===== src/rtl/instr_fetch.sv =====
// instr_fetch: requesting end of the instruction-memory read port.
// Holds the PC, drives the fetch address, captures the returned word and
// hands it to decode over a valid/ready handshake. A halt word accepted by
// decode stops the unit until reset; execute can redirect the PC at any time
// while fetching or holding.
module instr_fetch #(
  parameter int                ADDR_W      = 12,
  parameter int                INSTR_W     = 16,
  parameter logic [ADDR_W-1:0] RESET_PC    = '0,
  parameter logic [3:0]        HALT_OPCODE = 4'b0000
) (
  input  logic               clk,
  input  logic               reset,
  input  logic               run,
  output logic [ADDR_W-1:0]  instr_addr,
  input  logic [INSTR_W-1:0] instr_in,
  output logic [INSTR_W-1:0] instr,
  output logic [ADDR_W-1:0]  instr_pc,
  output logic               instr_valid,
  input  logic               instr_ready,
  input  logic               redirect,
  input  logic [ADDR_W-1:0]  redirect_addr,
  output logic               busy,
  output logic               halted
);

  typedef enum logic [1:0] {
    S_IDLE  = 2'd0,
    S_FETCH = 2'd1,
    S_HOLD  = 2'd2,
    S_HALT  = 2'd3
  } state_t;

  // Opcode field sits in the top four bits of the instruction word.
  localparam int OP_LSB = INSTR_W - 4;

  state_t             state, state_n;
  logic [ADDR_W-1:0]  pc, pc_n;
  logic [INSTR_W-1:0] instr_n;
  logic [ADDR_W-1:0]  instr_pc_n;
  logic               instr_valid_n;
  logic               halted_n;
  logic               accept;

  // Decode takes the held word when both sides agree in the same cycle.
  assign accept = instr_valid & instr_ready;

  // Address comes straight from the PC register, so it never glitches.
  assign instr_addr = pc;

  // Busy is a pure decode of the registered state.
  assign busy = (state == S_FETCH) || (state == S_HOLD);

  // State and datapath registers; synchronous reset to the idle condition.
  // NOTE: sequential state uses non-blocking (<=) so every register samples
  // the pre-edge values, independent of statement order.
  always_ff @(posedge clk) begin
    if (reset) begin
      state       <= S_IDLE;
      pc          <= RESET_PC;
      instr       <= '0;
      instr_pc    <= '0;
      instr_valid <= 1'b0;
      halted      <= 1'b0;
    end else begin
      state       <= state_n;
      pc          <= pc_n;
      instr       <= instr_n;
      instr_pc    <= instr_pc_n;
      instr_valid <= instr_valid_n;
      halted      <= halted_n;
    end
  end

  // Next-state and next-datapath logic; redirect outranks everything else
  // while the unit is active.
  // NOTE: every output of this block gets a default first, so no path can
  // leave a signal unassigned and infer a latch.
  always_comb begin
    state_n       = state;
    pc_n          = pc;
    instr_n       = instr;
    instr_pc_n    = instr_pc;
    instr_valid_n = instr_valid;
    halted_n      = halted;

    unique case (state)
      S_IDLE: begin
        if (redirect) begin
          pc_n = redirect_addr;
        end
        if (run) begin
          state_n = S_FETCH;
        end
      end

      S_FETCH: begin
        if (redirect) begin
          // The word on instr_in belongs to the old path: drop it.
          pc_n          = redirect_addr;
          instr_valid_n = 1'b0;
          state_n       = S_FETCH;
        end else begin
          instr_n       = instr_in;
          instr_pc_n    = pc;
          instr_valid_n = 1'b1;
          pc_n          = pc + ADDR_W'(1);
          state_n       = S_HOLD;
        end
      end

      S_HOLD: begin
        if (redirect) begin
          // A coincident accept still counts at decode, but the halt check
          // is skipped because execution continues at the target.
          pc_n          = redirect_addr;
          instr_valid_n = 1'b0;
          state_n       = S_FETCH;
        end else if (accept) begin
          instr_valid_n = 1'b0;
          if (instr[INSTR_W-1:OP_LSB] == HALT_OPCODE) begin
            halted_n = 1'b1;
            state_n  = S_HALT;
          end else begin
            state_n = S_FETCH;
          end
        end
      end

      S_HALT: begin
        // Frozen until reset; run and redirect are ignored.
        instr_valid_n = 1'b0;
      end

      default: begin
        state_n = S_IDLE;
      end
    endcase
  end

endmodule


===== config.mk =====
export PLATFORM = sky130hd
export DESIGN_NAME = instr_fetch
export DESIGN_NICKNAME = d
export VERILOG_FILES = /design/src/rtl/instr_fetch.sv
export SDC_FILE = /design/constraint.sdc
export NUM_CORES = 1
export LEC_CHECK = 0
export CORE_MARGIN = 4
export CORE_UTILIZATION = 30
export CTS_BUF_LIST = sky130_fd_sc_hd__clkbuf_8
export DETAILED_ROUTE_END_ITERATION = 6
export GPL_TIMING_DRIVEN = 0
export HOLD_SLACK_MARGIN = 0.03
export MAX_ROUTING_LAYER = met4
export SYNTH_ARGS = -nofsm -noshare
export SYNTH_HDL_FRONTEND = slang
export SYNTH_SLANG_ARGS = --single-unit

===== constraint.sdc =====
create_clock -name clk -period 4.74 [get_ports clk]
set_input_delay 0.948 -clock clk [delete_from_list [all_inputs] [get_ports clk]]
set_output_delay 0.948 -clock clk [all_outputs]
set_load 0.1 [all_outputs]

Word-level counts from Yosys, hierarchy flattened:

Index checks and enable logic that the tools add are counted.

* bitwise operators: 2
* mux-type cells: 13
* equality and inequality tests: 6
* $add $sub $neg: 1
* reduce and logical (&&, ||, !) cells: 12

Operators with widths (number)
* 12-bit two-way mux: 2
* 12-bit one-hot mux with 2 select lines: 1
* 12-bit by 1-bit adder with 12-bit output, second input constant: 1
* 2-bit two-way mux: 5
* 2-bit one-hot mux with 3 select lines: 1
* 2-bit AND reduction: 3
* 3-bit nonzero test: 2
* 2-bit == test, second input constant: 2
* 4-bit logical NOT: 1
* 4-bit AND reduction: 1
* 1-bit two-way mux: 3
* 3-bit != test, second input constant: 1
* 1-bit one-hot mux with 3 select lines: 1
* 3-bit AND reduction: 1
* 2-bit by 1-bit == test with 1-bit output, second input constant: 1
* 2-bit logical NOT: 1
* 2-bit by 1-bit != test with 1-bit output, second input constant: 1
* 2-bit != test, second input constant: 1
* 2-bit nonzero test: 1
* 2-bit OR reduction: 1
* 1-bit bitwise AND: 1
* 1-bit logical OR: 1
* 1-bit inverter: 1

* logic and storage cells: 40
* bits in registers: 44
* bits of input ports: 33
* output and inout port bits: 43

Longest topological paths before layout:

* word-level depth: 5
* depth in mapped cells: 8
* gate-level depth less buffers: 6

Worst setup path after synthesis:

No wires, ideal clock.

* kind: register to output
* start point: register state[0]
* end point: output busy
* slack: 2.461 ns
* arrival time: 1.331 ns
* cell stages (with the launch flop): 3
* data required time: 3.792 ns
* cell sequence: dfxtp_1 -> inv_1 -> ha_1

* cells in the longest elaborated chain, start to end: 2
* elaborated cells on any way between the ends: 3

RTL lines
* start, declared: RTL line 37 `state_t state, state_n;`
* start signal, assigned: RTL line 66 `state <= state_n;`
* 2-bit by 1-bit == test with 1-bit output / 2-bit == test (equally long branches): RTL line 52 `assign busy = (state == S_FETCH) || (state == S_HOLD);`
* 1-bit logical OR *: RTL line 52
* end, declared: RTL line 23 `output logic busy,`

Mark *: on every way between the ends. The rest lies on a longest branch, timed or not.

Final worst setup path:

Ends and elaborated chain as after synthesis.

==> results.yml <==
final_layout:
  nFillCells: 695
  multi_input_area_um2: 985
  fin_area_mm2: 0.00288
  fin_nets: 371
  drive_gt1_share_pct: 4.49
  layout_common_cells: "clkdlybuf4s50_1 (74), nand2_1 (68), dfxtp_1 (44)"
  syn2layout_area_growth_pct: 47.7
  fin_cells: 411
  register_area_um2: 881
  diodes: 0
  layout_commonest_cell: "clkdlybuf4s50_1"
logic_synthesis:
  syn_inst: 252
  synth_nets: 290
  ys_ff_latch: 44
  yosysSeqAreaShare_pct: 45.2
  synth_warnings: 0
  async_flop_share_pct: 0
  synth_area_per_cell_um2: 7.74
  synth_cell_types: 37
  syn_area_mm2: 0.00195
  synthFlopType: "dfxtp_1"
  synth_edf_count: 0
global_route:
  grt-ovfl-total: 0
  grt_pass1_wl_mm: 8.78
  grt_pass1_vias: 1882
  grt_max_degree: 14
  track_usage_pct: 14.6
  antenna_found_initial: 0
floorplan:
  row_count: 29
  io_pins: 76
  dieArea_mm2: 0.00786
  dieWidth_um: 88.6
  fp.dieH_um: 88.6
  core_mm2: 0.00631
  start_util_pct: 30.9
worst_setup_path:
  worstPathMaxFanout: 6
  startpoint_type: "flip-flop"
  r2r_cells: 7
  cp-end-kind: "output port"
  required_ns: 3.79
  endpoint: "busy"
  r2r_setup_slack_ns: 2.64
  cp.arrival_ns: 2.31
  r2r-start: "state[0]"
  r2r-end: "instr_addr[7]"
  path_class: "reg2out"
  crit_start: "state[0]"
clocking:
  cts_sinks: 44
  clockBufferDepth: 2
  clock_latency_ns: 0.29
  cts_tree: "yes"
  clk_pin_slew_ns: 0.08
  cts_buffers: 5
  cts_resized: 0
  h-tree-depth: 2
  post_cts_buffers: 0
  hold_buffers: 0
  root_buffer: "clkbuf_8"
sta:
  rsz0062_at_grt: "false"
  fin_crit_ns: 3.26
  fmax_ghz: 0.307
  setup_viol: 0
  post-route-period-util_pct: 68.8
  fin_skew_ns: 0.00251
  slew_viol_final: 0
  maxSlewHeadroom_pct: 33.6
  worst_slew_pin_slew_ns: 0.993
  hold_viol_final: 0
  finalSetupTns_ns: 0
  worst_slack_ns: 1.48
  fin_hold_ws_ns: 0.456
run_status:
  status: "finished, final reports clean"
routing:
  vias: 1970
  wire_per_inst_um: 13.5
  final_antenna_net_count: 0
  drt-initial-drc-count: 60
  post-route-drc-count: 0
  wl_mm: 5.54
  vias_per_cell: 4.79
  first_pass_iters: 4
power_and_ir_drop:
  vdd_drop_max_uv: 223
  p_per_area_mw_per_mm2: 385
  power.leakage_nw: 0.988
placed_design:
  place_ws_ns: 1.79
  port_buffers: 74
  dpl_cell_area_mm2: 0.00279
  gp_congestion: 0.850
  place_inst: 403
  dpl.hpwl_mm: 4.18
worst_hold_path:
  worstHoldPathType: "reg2reg"
flow_run:
  maxCapViolCount: 0
[per-stage QoR]
stage          utilization (%)  power (mW)
2_1_floorplan                -       0.754
3_3_place_gp              44.2       0.874
3_5_place_dp              44.2       0.876
4_1_cts                   45.6        1.12
5_1_grt                   45.6        1.17
6_report                  45.6        1.11
[registers in the layout, summed over array words and instances, names as in the netlist]
| signal | cells |
|---|---|
| instr | 16 |
| instr_addr | 12 |
| instr_pc | 12 |
| state | 2 |
| halted | 1 |
| instr_valid | 1 |
[cells in the mapped netlist (2+ instances only)]
cell type / count / area, µm²
nand2b_1: 3 / 18.8
a21oi_1: 39 / 195
nor3_1: 5 / 25.0
and2_1: 3 / 18.8
clkbuf_1: 9 / 33.8
buf_2: 5 / 25.0
nand3_1: 2 / 10.0
o21ai_0: 12 / 60.1
nor2_1: 10 / 37.5
o31ai_1: 3 / 22.5
and2_0: 3 / 18.8
nor4_1: 3 / 18.8
a31oi_1: 2 / 12.5
nor2b_1: 3 / 18.8
a211oi_1: 2 / 15.0
dfxtp_1: 44 / 881
inv_1: 6 / 22.5
a311oi_1: 8 / 70.1
nand2_1: 68 / 255
ha_1: 5 / 62.6
[logic make-up (layout without fill, tap and decap cells)]
group	count (synthesis)	count (layout)	share of synthesized area [%]
AO/OA/AOI/OAI	72	72	21.7
adder cells (fa/ha/maj)	5	5	3.21
buffers and inverters	21	103	4.36
flip-flops	44	44	45.2
multiplexers	1	1	0.513
AND/OR/NAND/NOR	109	109	25.0
[critical path: stages, from the launching register on]
cell	delay, ns
dfxtp_1	0.43
inv_1	0.09
ha_1	0.35
clkdlybuf4s50_1	1.16
[report_power, final]
group | internal, mW | switching, mW
clock | 0.116 | 0.127
combinational | 0.117 | 0.315
sequential | 0.400 | 0.0335
[final cells by class]
| class | instances | share of cell area, % |
|---|---|---|
| Inverter | 6 | 0.782 |
| Multi-Input combinational cell | 187 | 34.2 |
| Buffer | 15 | 2.17 |
| Clock buffer | 6 | 2.87 |
| Timing Repair Buffer | 74 | 25.7 |
| Clock inverter | 2 | 0.391 |
| Tap cell | 77 | 3.34 |
| Sequential cell | 44 | 30.6 |
[how the worst min path moves through the flow]
| stage | start | to | slack (ns) | depth (start not counted) |
|---|---|---|---|---|
| finish | instr[1] | instr[1] | 0.46 | 2 |
| global placement | instr[1] | instr[1] | 0.44 | 2 |
| global route | instr[9] | instr[9] | 0.47 | 2 |
| CTS | instr[5] | instr[5] | 0.46 | 2 |
| detailed placement | instr_pc[11] | instr_pc[11] | 0.45 | 2 |
| floorplan | state[1] | state[1] | 0.52 | 2 |
[layer usage]
layer | part of all wire, % | GRT usage, % | vias to the layer above | routed length, µm
met5 | 0 | - | - | 0
met3 | 6.8 | 4.19 | 7 | 375
met1 | 49 | 18.8 | 882 | 2710
li1 | - | - | 1032 | -
met4 | 1.3 | 4.12 | 0 | 73
met2 | 43 | 22.5 | 49 | 2390
(Power assumes the default switching activity.)
==> patch 1: new RTL, same settings <==
Make the reset (`reset`) asynchronous in one clocked block. Comments in the files are not updated.
--- a/src/rtl/instr_fetch.sv
+++ b/src/rtl/instr_fetch.sv
@@ -55,5 +55,5 @@
   // NOTE: sequential state uses non-blocking (<=) so every register samples
   // the pre-edge values, independent of statement order.
-  always_ff @(posedge clk) begin
+  always_ff @(posedge clk or posedge reset) begin
     if (reset) begin
       state       <= S_IDLE;
Behaviour: differs if reset is asserted again (counterexample within 4 cycles, from zero or initial values and one cycle with reset high); with reset held inactive, the same outputs for 10 cycles.
==> patch 1 against the unedited design <==
Setup slack better by 0.025 ns; area after synthesis grew 4.2%; global-route usage is 1.1 points lower; highest routed layer unchanged; final area grew 3.8%; critical path depth is the same; maximum frequency is 0.77% higher; sequential cell count stayed put; routed wire length down 7.0%; register-to-register slack improved by 0.17 ns; non-clock buffer count decreased by 6.
Power is not compared: it rests on default switching activity, and its combinational part moved more than twofold at a synthesized area within 25%.
==> patch 1: results (changes against the unedited design) <==
<table>
<tr><th>Metric</th><th>Value</th></tr>
<tr><th colspan="2">Synth</th></tr>
<tr><td>Gate count after technology mapping</td><td>171 (was 252)</td></tr>
<tr><td>Count of distinct cell types in the synthesized netlist</td><td>36 (was 37)</td></tr>
<tr><td>Fraction of the mapped netlist area in adder cells</td><td>0.0308 (was 0.0321)</td></tr>
<tr><td>Cell types with the highest counts after synthesis</td><td>44 x dfrtp_1, 28 x mux2_2, 13 x a21oi_1 (was 68 x nand2_1, 44 x dfxtp_1, 39 x a21oi_1)</td></tr>
<tr><td>Area fraction in compound gates after synthesis</td><td>0.120 (was 0.217)</td></tr>
<tr><td>Proportion of synthesized chip area in sequential cells</td><td>0.542 (was 0.452)</td></tr>
<tr><td>Fraction of synthesized area in multiplexers</td><td>0.180 (was 0.00513)</td></tr>
<tr><th colspan="2">Global routing</th></tr>
<tr><td>Global routing usage on met2</td><td>0.208 (was 0.225)</td></tr>
<tr><td>First-pass GRT wire length</td><td>8710 um (was 8780 um)</td></tr>
<tr><td>Via count of the first global-routing pass</td><td>1689 (was 1882)</td></tr>
<tr><td>Global-route met3 utilization</td><td>0.0283 (was 0.0419)</td></tr>
<tr><td>Maximum number of pins on one net before global-route repair</td><td>28 (was 14)</td></tr>
<tr><th colspan="2">Worst hold path</th></tr>
<tr><td>Min-Delay Path Depth</td><td>1 (was 2)</td></tr>
<tr><td>Hold wc startpoint</td><td>halted (was instr[1])</td></tr>
<tr><th colspan="2">Critical path</th></tr>
<tr><td>Flop2flop setup slack</td><td>2.81 ns (was 2.64 ns)</td></tr>
<tr><td>FF-to-FF End</td><td>instr[13] (was instr_addr[7])</td></tr>
<tr><td>Worst Reg2Reg Path Length in Cells</td><td>6 (was 7)</td></tr>
<tr><td>Data arrival time of the critical path</td><td>2.29 ns (was 2.31 ns)</td></tr>
<tr><td>Source of the critical timing path</td><td>state[1] (was state[0])</td></tr>
<tr><th colspan="2">Layout</th></tr>
<tr><td>Final net count</td><td>292 (was 371)</td></tr>
<tr><td>Fillers</td><td>617 (was 695)</td></tr>
<tr><td>Proportion of layout cells with a drive suffix above 1</td><td>0.192 (was 0.0449)</td></tr>
<tr><th colspan="2">Place</th></tr>
<tr><td>Final RePlAce weighted congestion</td><td>0.743 (was 0.850)</td></tr>
<tr><td>Place WS</td><td>1.81 ns (was 1.79 ns)</td></tr>
<tr><td>Number of placed instances with taps included</td><td>324 (was 403)</td></tr>
<tr><td>Placed wire-length estimate</td><td>3920 um (was 4180 um)</td></tr>
<tr><th colspan="2">Routing</th></tr>
<tr><td>Average wire per standard cell</td><td>15.5 um (was 13.5 um)</td></tr>
<tr><td>WL met2</td><td>2440 um (was 2390 um)</td></tr>
<tr><td>Met3 Wirelength</td><td>242 um (was 375 um)</td></tr>
<tr><td>Detailed router's first-iteration violation count</td><td>67 (was 60)</td></tr>
<tr><th colspan="2">Status</th></tr>
<tr><td>Run status</td><td>complete, no violations (unchanged)</td></tr>
<tr><th colspan="2">Timing</th></tr>
<tr><td>Period utilisation layout</td><td>0.683 (was 0.688)</td></tr>
</table>
-- patch 1: layout make-up --
| cell class | count | area [um^2] | area share |
|---|---|---|---|
| Sequential cell | 44 | 1100 | 0.368 |
| Tap cell | 77 | 96.3 | 0.0322 |
| Inverter | 5 | 18.8 | 0.00627 |
| Timing Repair Buffer | 76 | 771 | 0.258 |
| Clock inverter | 2 | 10.0 | 0.00335 |
| Multi-Input combinational cell | 115 | 878 | 0.294 |
| Buffer | 7 | 33.8 | 0.0113 |
| Clock buffer | 6 | 82.6 | 0.0276 |
-- patch 1: per-stage QoR --
| step | instance area [um^2] | hold slack (ns) |
|---|---|---|
| floorplan | 2030 | 0.579 |
| global placement | 2880 | 0.452 |
| detailed placement | 2900 | 0.464 |
| CTS | 2990 | 0.482 |
| global route | 2990 | 0.496 |
| finish | 2990 | 0.472 |
==> patch 2: new RTL, same settings <==
Made on the original files. Set the parameter `ADDR_W` to 11 (it was 12).
--- a/src/rtl/instr_fetch.sv
+++ b/src/rtl/instr_fetch.sv
@@ -5,5 +5,5 @@
 // while fetching or holding.
 module instr_fetch #(
-  parameter int                ADDR_W      = 12,
+  parameter int                ADDR_W      = 11,
   parameter int                INSTR_W     = 16,
   parameter logic [ADDR_W-1:0] RESET_PC    = '0,
Interface: changed (resized instr_addr, instr_pc and redirect_addr); port bits go from 76 to 73. The function was not compared with the original's and may differ.
==> patch 2 against the unedited design <==
Area after synthesis shrank 3.3%; total power grew 0.96%; critical path depth is the same; setup slack lost 0.026 ns; utilization grew 0.89 points; final area shrank 2.7%; routed wire length grew 1.5%; global-route usage grew 0.48 points; sequential cell count shrank 2; non-clock buffer count shrank 2; count of clock-buffer cells in the layout shrank 1; highest routed layer unchanged.
==> patch 2: results (changes against the unedited design) <==
<table>
<tr><th>Metric</th><th>Value</th></tr>
<tr><th colspan="2">Layout</th></tr>
<tr><td>Final net count</td><td>358 (was 371)</td></tr>
<tr><td>Proportion of layout cells with a drive suffix above 1</td><td>0.0497 (was 0.0449)</td></tr>
<tr><td>Number of inserted diodes</td><td>0 (unchanged)</td></tr>
<tr><td>Fillers</td><td>620 (was 695)</td></tr>
<tr><th colspan="2">Global routing</th></tr>
<tr><td>First-pass GRT wire length</td><td>8910 um (was 8780 um)</td></tr>
<tr><td>Maximum number of pins on one net before global-route repair</td><td>15 (was 14)</td></tr>
<tr><td>Via count of the first global-routing pass</td><td>1892 (was 1882)</td></tr>
<tr><td>Global routing usage summed across all routing layers</td><td>0.151 (was 0.146)</td></tr>
<tr><th colspan="2">Power and ir drop</th></tr>
<tr><td>Cell-internal power</td><td>0.655 mW (was 0.633 mW)</td></tr>
<tr><td>Peak supply drop</td><td>0.182 mV (was 0.223 mV)</td></tr>
<tr><th colspan="2">Routing</th></tr>
<tr><td>Detailed router's first-iteration violation count</td><td>67 (was 60)</td></tr>
<tr><td>Number of search-and-repair iterations in the first detailed-routing pass</td><td>6 (was 4)</td></tr>
<tr><td>Routed WL</td><td>5630 um (was 5540 um)</td></tr>
<tr><th colspan="2">Timing</th></tr>
<tr><td>Worst Clk Skew</td><td>0.00632 ns (was 0.00251 ns)</td></tr>
<tr><th colspan="2">Critical path</th></tr>
<tr><td>Data arrival time of the critical path</td><td>2.34 ns (was 2.31 ns)</td></tr>
<tr><td>Worst Reg2Reg Path Length in Cells</td><td>7 (unchanged)</td></tr>
<tr><td>FF-to-FF End</td><td>instr_addr[8] (was instr_addr[7])</td></tr>
<tr><th colspan="2">Status</th></tr>
<tr><td>Run status</td><td>complete, no violations (unchanged)</td></tr>
<tr><th colspan="2">Place</th></tr>
<tr><td>Final RePlAce weighted congestion</td><td>0.869 (was 0.850)</td></tr>
<tr><td>Quantity of I/O buffers inserted on ports</td><td>71 (was 74)</td></tr>
<tr><td>Placed wire-length estimate</td><td>4090 um (was 4180 um)</td></tr>
<tr><th colspan="2">Synth</th></tr>
<tr><td>Dominant cell type by area after synthesis</td><td>dfxtp_1 (unchanged)</td></tr>
<tr><td>Number of nets produced by synthesis</td><td>280 (was 290)</td></tr>
<tr><td>Proportion of synthesized chip area in sequential cells</td><td>0.446 (was 0.452)</td></tr>
<tr><th colspan="2">Worst hold path</th></tr>
<tr><td>Hold wc startpoint</td><td>instr_pc[1] (was instr[1])</td></tr>
</table>
## patch 2: cell types whose count changed in the layout (fill, tap and decap cells not counted), moves of 3 or more
cell | unedited run | this run
o21ai_0 | 12 | 7
a311oi_1 | 8 | 4
buf_2 | 5 | 1
and2_0 | 3 | 0
and2_1 | 3 | 0
buf_6 | 0 | 3
clkdlybuf4s50_1 | 74 | 71
nand2b_1 | 3 | 0
or2b_1 | 0 | 3
## patch 2: critical path: cells and delay by family (launching register included)
family,cells,cell delay (ns)
buffers and inverters,2,1.25
DFF,1,0.43
adders and majority gates,1,0.36
## patch 2: cell families after synthesis
family                   share of synthesized area
adder cells (fa/ha/maj)                     0.0332
AND/OR/NAND/NOR                              0.252
buffers and inverters                       0.0623
flip-flops                                   0.446
AO/OA/AOI/OAI                                0.202
multiplexers                               0.00531
## patch 2: final cells by class
| cell class | instances | area share |
|---|---|---|
| Buffer | 16 | 0.0312 |
| Clock buffer | 5 | 0.0245 |
| Clock inverter | 3 | 0.0156 |
| Inverter | 8 | 0.0107 |
| Multi-Input combinational cell | 177 | 0.331 |
| Sequential cell | 42 | 0.300 |
| Tap cell | 75 | 0.0335 |
| Timing Repair Buffer | 71 | 0.253 |
## patch 2: power by group through the flow
stage	combinational (mW)	clock (mW)	sequential, mW
2_1_floorplan	0.119	0	0.606
5_1_grt	0.442	0.310	0.422
6_report	0.419	0.284	0.416
3_3_place_gp	0.418	0	0.424
4_1_cts	0.421	0.293	0.416
3_5_place_dp	0.420	0	0.424
## patch 2: how the worst min path moves through the flow
stage	endpoint	slack (ns)
2_1_floorplan	state[1]	0.52
3_3_place_gp	instr_pc[9]	0.44
3_5_place_dp	instr_pc[6]	0.45
4_1_cts	instr_pc[6]	0.46
5_1_grt	instr_pc[10]	0.48
6_report	instr_pc[1]	0.46
## patch 2: metrics by stage
step                      hold slack [ns]   util  setup WS, ns  cells  instance area [um^2]
after global placement              0.441  0.447          1.79    389                  2690
after detailed placement            0.446  0.447          1.79    389                  2690
after floorplan                     0.522      -          2.37    243                  1890
final                               0.458  0.465          1.45    397                  2800
after global routing                0.483  0.465          1.36    397                  2800
after CTS                           0.458  0.465          1.45    397                  2800
## patch 2: per-layer routing
| layer | vias to the layer above | GRT usage | wire [um] |
|---|---|---|---|
| met5 | - | - | 0 |
| met4 | 0 | 0.0544 | 96 |
| met3 | 8 | 0.0322 | 376 |
| met2 | 66 | 0.223 | 2460 |
| met1 | 893 | 0.204 | 2700 |
| li1 | 993 | - | - |
